[src/rtl/counter_x_dev.sv]
// counter_x_dev: three-channel programmable down-counter peripheral.
// Each channel has a count, a reload value, a 2-bit mode and a terminal output.
// Optional build macro COUNTER_PRESCALE_EN: channels 1 and 2 tick once every
// PRESCALE clocks from a shared free-running divider. By default every
// channel ticks on every clock.
module counter_x_dev #(
    parameter int unsigned CNT_W    = 32,
    parameter int unsigned PRESCALE = 16
) (
    input  logic        clk,
    input  logic        rst,
    input  logic        counter_we,
    input  logic [31:0] counter_val,
    input  logic [1:0]  counter_set,
    output logic        counter0_out,
    output logic        counter1_out,
    output logic        counter2_out,
    output logic [31:0] counter_out
);

    localparam int unsigned NUM_CH      = 3;
    localparam logic [1:0]  MODE_ONESHOT = 2'b00;
    localparam logic [1:0]  MODE_RATE    = 2'b01;
    localparam logic [1:0]  MODE_SQUARE  = 2'b10;
    localparam logic [1:0]  MODE_HALT    = 2'b11;
    localparam logic [1:0]  SET_CTRL     = 2'b11;

    logic [CNT_W-1:0] count_q  [NUM_CH];
    logic [CNT_W-1:0] count_d  [NUM_CH];
    logic [CNT_W-1:0] reload_q [NUM_CH];
    logic [CNT_W-1:0] reload_d [NUM_CH];
    logic [1:0]       mode_q   [NUM_CH];
    logic [1:0]       mode_d   [NUM_CH];
    logic [2:0]       out_q;
    logic [2:0]       out_d;
    logic [2:0]       tick;

`ifdef COUNTER_PRESCALE_EN
    localparam int unsigned DIV_W = (PRESCALE > 1) ? $clog2(PRESCALE) : 1;

    logic [DIV_W-1:0] div_q;
    logic [DIV_W-1:0] div_d;
    logic             div_tick;

    // Free-running divider shared by channels 1 and 2; only reset clears it
    always_comb begin
        div_tick = (div_q == DIV_W'(PRESCALE - 1));
        div_d    = div_tick ? '0 : div_q + DIV_W'(1);
    end

    // Divider register
    always_ff @(posedge clk or posedge rst) begin
        if (rst) div_q <= '0;
        else     div_q <= div_d;
    end

    assign tick = {div_tick, div_tick, 1'b1};
`else
    localparam int unsigned UNUSED_PRESCALE = PRESCALE;

    assign tick = 3'b111;
`endif

    // Next state per channel: tick/terminal handling, then load, then control write
    always_comb begin
        for (int i = 0; i < NUM_CH; i++) begin
            count_d[i]  = count_q[i];
            reload_d[i] = reload_q[i];
            mode_d[i]   = mode_q[i];
            out_d[i]    = out_q[i];

            // Rate pulse lasts exactly one clock while the channel is running
            if (mode_q[i] == MODE_RATE && count_q[i] != '0) begin
                out_d[i] = 1'b0;
            end

            if (tick[i] && mode_q[i] != MODE_HALT && count_q[i] != '0) begin
                if (count_q[i] == CNT_W'(1)) begin
                    case (mode_q[i])
                        MODE_ONESHOT: begin
                            count_d[i] = '0;
                            out_d[i]   = 1'b1;
                        end
                        MODE_RATE: begin
                            count_d[i] = reload_q[i];
                            out_d[i]   = 1'b1;
                        end
                        MODE_SQUARE: begin
                            count_d[i] = reload_q[i];
                            out_d[i]   = ~out_q[i];
                        end
                        default: ;
                    endcase
                end else begin
                    count_d[i] = count_q[i] - CNT_W'(1);
                end
            end

            // A load on the terminal edge overrides reload and toggle
            if (counter_we && counter_set == 2'(i)) begin
                count_d[i]  = counter_val[CNT_W-1:0];
                reload_d[i] = counter_val[CNT_W-1:0];
                out_d[i]    = 1'b0;
            end

            // Mode change takes effect from the next tick; channel field 3 matches nothing
            if (counter_we && counter_set == SET_CTRL && counter_val[25:24] == 2'(i)) begin
                mode_d[i] = counter_val[1:0];
            end
        end
    end

    // Channel state registers
    always_ff @(posedge clk or posedge rst) begin
        if (rst) begin
            for (int i = 0; i < NUM_CH; i++) begin
                count_q[i]  <= '0;
                reload_q[i] <= '0;
                mode_q[i]   <= MODE_HALT;
            end
            out_q <= '0;
        end else begin
            for (int i = 0; i < NUM_CH; i++) begin
                count_q[i]  <= count_d[i];
                reload_q[i] <= reload_d[i];
                mode_q[i]   <= mode_d[i];
            end
            out_q <= out_d;
        end
    end

    assign counter0_out = out_q[0];
    assign counter1_out = out_q[1];
    assign counter2_out = out_q[2];

    // Readback: selected channel count, or the three terminal outputs
    always_comb begin
        counter_out = '0;
        case (counter_set)
            2'b00:   counter_out = 32'(count_q[0]);
            2'b01:   counter_out = 32'(count_q[1]);
            2'b10:   counter_out = 32'(count_q[2]);
            default: counter_out = {29'b0, out_q};
        endcase
    end

endmodule

[config.mk]
export PLATFORM = sky130hd
export DESIGN_NAME = counter_x_dev
export DESIGN_NICKNAME = d
export VERILOG_FILES = /design/src/rtl/counter_x_dev.sv
export SDC_FILE = /design/constraint.sdc
export NUM_CORES = 1
export LEC_CHECK = 0
export ABC_AREA = 1
export BUFFER_PORTS_ARGS = -buffer_cell sky130_fd_sc_hd__clkbuf_2
export CAP_MARGIN = 20
export CORE_AREA = 4 4 168 170
export CTS_BUF_LIST = sky130_fd_sc_hd__clkbuf_16
export DETAILED_ROUTE_END_ITERATION = 7
export DIE_AREA = 0 0 172 174
export PLACE_DENSITY = 0.66
export SYNTH_ARGS = -nofsm -noshare
export SYNTH_HDL_FRONTEND = slang
export SYNTH_SLANG_ARGS = --single-unit
[constraint.sdc]
create_clock -name clk -period 7.93 [get_ports clk]
set_clock_uncertainty 0.1 [all_clocks]
set_input_delay 0.3965 -clock clk [delete_from_list [all_inputs] [get_ports clk]]
set_output_delay 0.3965 -clock clk [all_outputs]
set_load 0.01 [all_outputs]
==> flow_summary.toml <==
[run_status]
status = "completed"

[power]
p_leak_nw = 7.69
power.share.clock_pct = 23.9
total_power_mw = 4.29
seqPwrFrac_pct = 38.6
switchingPower_mw = 1.92
p_int_mw = 2.37
swShare_pct = 44.7
p_per_area_nw_per_um2 = 298
peakVddDrop_v = 0.000166
combPwrFrac_pct = 37.6

[hold_path]
hp-class = "in -> reg"
min_from = "counter_val[14]"
holdPathStages = 3

[yosys]
synth_cell_types = 36
synth_xor_xnor_area_share_pct = 2.33
synth.area.top_cells = "dfrtp_1 37%, nand2_1 26%, nand3_1 8.6%, nor2_1 5.7%, inv_1 5.2%"
yosys.area.top_type = "dfrtp_1"
synth_compound_area_share_pct = 4.96
synthAdderAreaFrac_pct = 1.99
ys.flop_type = "dfrtp_1"
syn_area_per_cell_um2 = 6.49
ys_warn_count = 0
synth_top_family_by_area = "simple AND/OR/NAND/NOR gates"
yosys-top-cells-count = "897 x nand2_1, 226 x nand3_1, 200 x nor2_1"
yosysMostFrequentCell = "nand2_1"
yosysSeqAreaShare_pct = 38.2
synth_nets = 2087
async_flop_share_pct = 100
netlist.area_leader.share_pct = 37.0
synth-seq-cells = 201
synth_enable_flop_cells = 0
syn-instance-count = 2029
yosys.area_share.simple_pct = 44.3
synthMuxAreaShare_pct = 0
synth_area_um2 = 13200

[global_route]
grt_start_max_net_pins = 90
grt_usage_pct = 31.3
grt_pass1_vias = 12400
grt_first_pass_wirelength_um = 72800
grt-ovfl-total = 0
antenna_found_initial = 0

[finish]
nNetsFinal = 2130
multiInputGateArea_um2 = 7060
fillers = 2759
num_antenna_cells = 0
drive_gt1_share_pct = 8.13
stdcell_count = 2431
area_growth_pct = 9.30
seq_area_um2 = 5040

[timing]
setup_viol = 0
fin_crit_sh_pct = 40.0
finalSetupTns_ps = 0
hold_slack_ps = 116
post-route-min-period_ps = 3170
max_freq_ghz = 0.315
slew_headroom_pct = 36.4
drv_slew = 0
worst_slew_pin_slew_ps = 955
rsz0062_at_grt = "no"
hold_violations = 0

[clock_tree]
max-clock-path-buffers = 3
insertion_delay_ps = 530
cts_resized = 0
cts.sinks = 201
clkTransAtPathRegs_ps = 60
holdBufCountCts = 1
cts_tree = "yes"
cts_made_buffers = 25
cts_max_level = 1
post-cts-setup-buffers = 0
clockRootBuffer = "clkbuf_16"

[critical_path]
crit_arrival_ps = 3470
rr_worst_depth = 10
required_ps = 8230
critPathCaptureType = "register"
critPathKind = "reg -> reg"
start_kind = "register"
r2r-start = "count_q[15]"
cp-startpoint = "count_q[15]"
worstPathMaxFanout = 22

[routing]
wl_per_cell_um = 19.4
ant_nets = 0
drtIter0Drc = 1436
via_count = 13500
topRoutingLayerUsed = "met4"
first_pass_iters = 5
routed_wl_um = 47100
wl_met3_um = 3870
drt-met1-wl_um = 20600
vias_per_cell = 5.53
route.detailed.drc = 0
wl_met2_um = 20100

[placed_design]
dp_hpwl_um = 34500
portBuffers = 71
gp_congestion = 0.955
placed_cells = 2385

[die]
initial_core_util_pct = 49.3
core_um2 = 26700
die_x_um = 172
die_h_um = 174
placementRows = 60
io_pins = 72
die_area_um2 = 29900

[job]
max-cap-violations = 0
-- routing by layer --
metal | up-vias | track usage [%]
met5 | - | 0
met4 | 0 | 13.7
met3 | 118 | 4.73
met2 | 541 | 45.7
met1 | 6313 | 46.0
li1 | 6478 | -
-- cell families after synthesis --
family	count (synthesis)
flops	201
buf+inv	255
compound gates	109
xor+xnor	35
simple gates	1408
fa+ha+maj	21
-- worst max-delay path, cell delays in order (launching register included) --
cell and delay [ps]:
dfrtp_1 500, nor2_1 200, nand2_1 160, nor2_2 220
nand2_1 90, nor2_2 710, clkinv_1 600, nand2_1 240
nand2_1 70, nand2_1 60, nand3_1 70
-- area by class of cell --
cell class / instances / area share [%]
Clock inverter: 20 / 0.678
Clock buffer: 25 / 4.34
Inverter: 191 / 5.03
Tap cell: 341 / 2.96
Timing Repair Buffer: 80 / 2.95
Sequential cell: 201 / 35.0
Multi-Input combinational cell: 1573 / 49.0
-- per-stage QoR --
| step | setup WS, ps | instance area [µm²] | utilization (%) |
|---|---|---|---|
| after floorplan | 1960 | 13200 | - |
| after global placement | 4700 | 13700 | 51.1 |
| after detailed placement | 4650 | 13700 | 51.1 |
| after CTS | 4810 | 14400 | 53.9 |
| after global routing | 4460 | 14400 | 53.9 |
| final | 4760 | 14400 | 53.9 |
-- cells in the final DEF, fill, tap and decap left out, types with 2 or more instances in the layout --
master / synthesis / layout
buf_4: 12 / 8
xnor2_1: 5 / 5
clkbuf_2: 1 / 71
nand2_4: 3 / 3
nor2_1: 200 / 200
inv_2: 5 / 5
clkinv_2: 0 / 5
nand2_1: 897 / 897
nor2_4: 8 / 8
dfrtp_1: 195 / 195
dfstp_2: 6 / 6
clkinv_1: 2 / 8
ha_1: 21 / 21
o21ai_0: 73 / 73
clkbuf_16: 0 / 25
xor2_1: 30 / 30
nand2_2: 17 / 17
o22ai_1: 2 / 2
a21oi_1: 4 / 4
inv_1: 184 / 188
nor3_1: 9 / 9
nand4_1: 29 / 29
clkinvlp_4: 0 / 3
o211ai_1: 4 / 4
nor2_2: 15 / 15
o221ai_1: 22 / 22
nand3_1: 226 / 226
-- power by group through the flow --
stage	clock network (mW)	logic, mW	registers (mW)
global route	1.09	1.82	1.69
floorplan	0	1.14	1.53
finish	1.03	1.61	1.66
detailed placement	0	1.58	1.65
CTS	1.04	1.59	1.64
global placement	0	1.56	1.66
-- flip-flops by register name, indices dropped and copies added (netlist names) --
| signal | flops |
|---|---|
| count_q | 96 |
| mode_q | 6 |
| out_q | 3 |
| reload_q | 96 |
-- path summary, 6_finish.rpt --
kind,to,slack (ps)
max,count_q[24],4760
min,reload_q[46],120
max reg2reg,count_q[24],4760
min reg2reg,reload_q[31],370
max in group asynchronous,reload_q[7],5980
min in group asynchronous,reload_q[76],420
(Power assumes the default switching activity.)
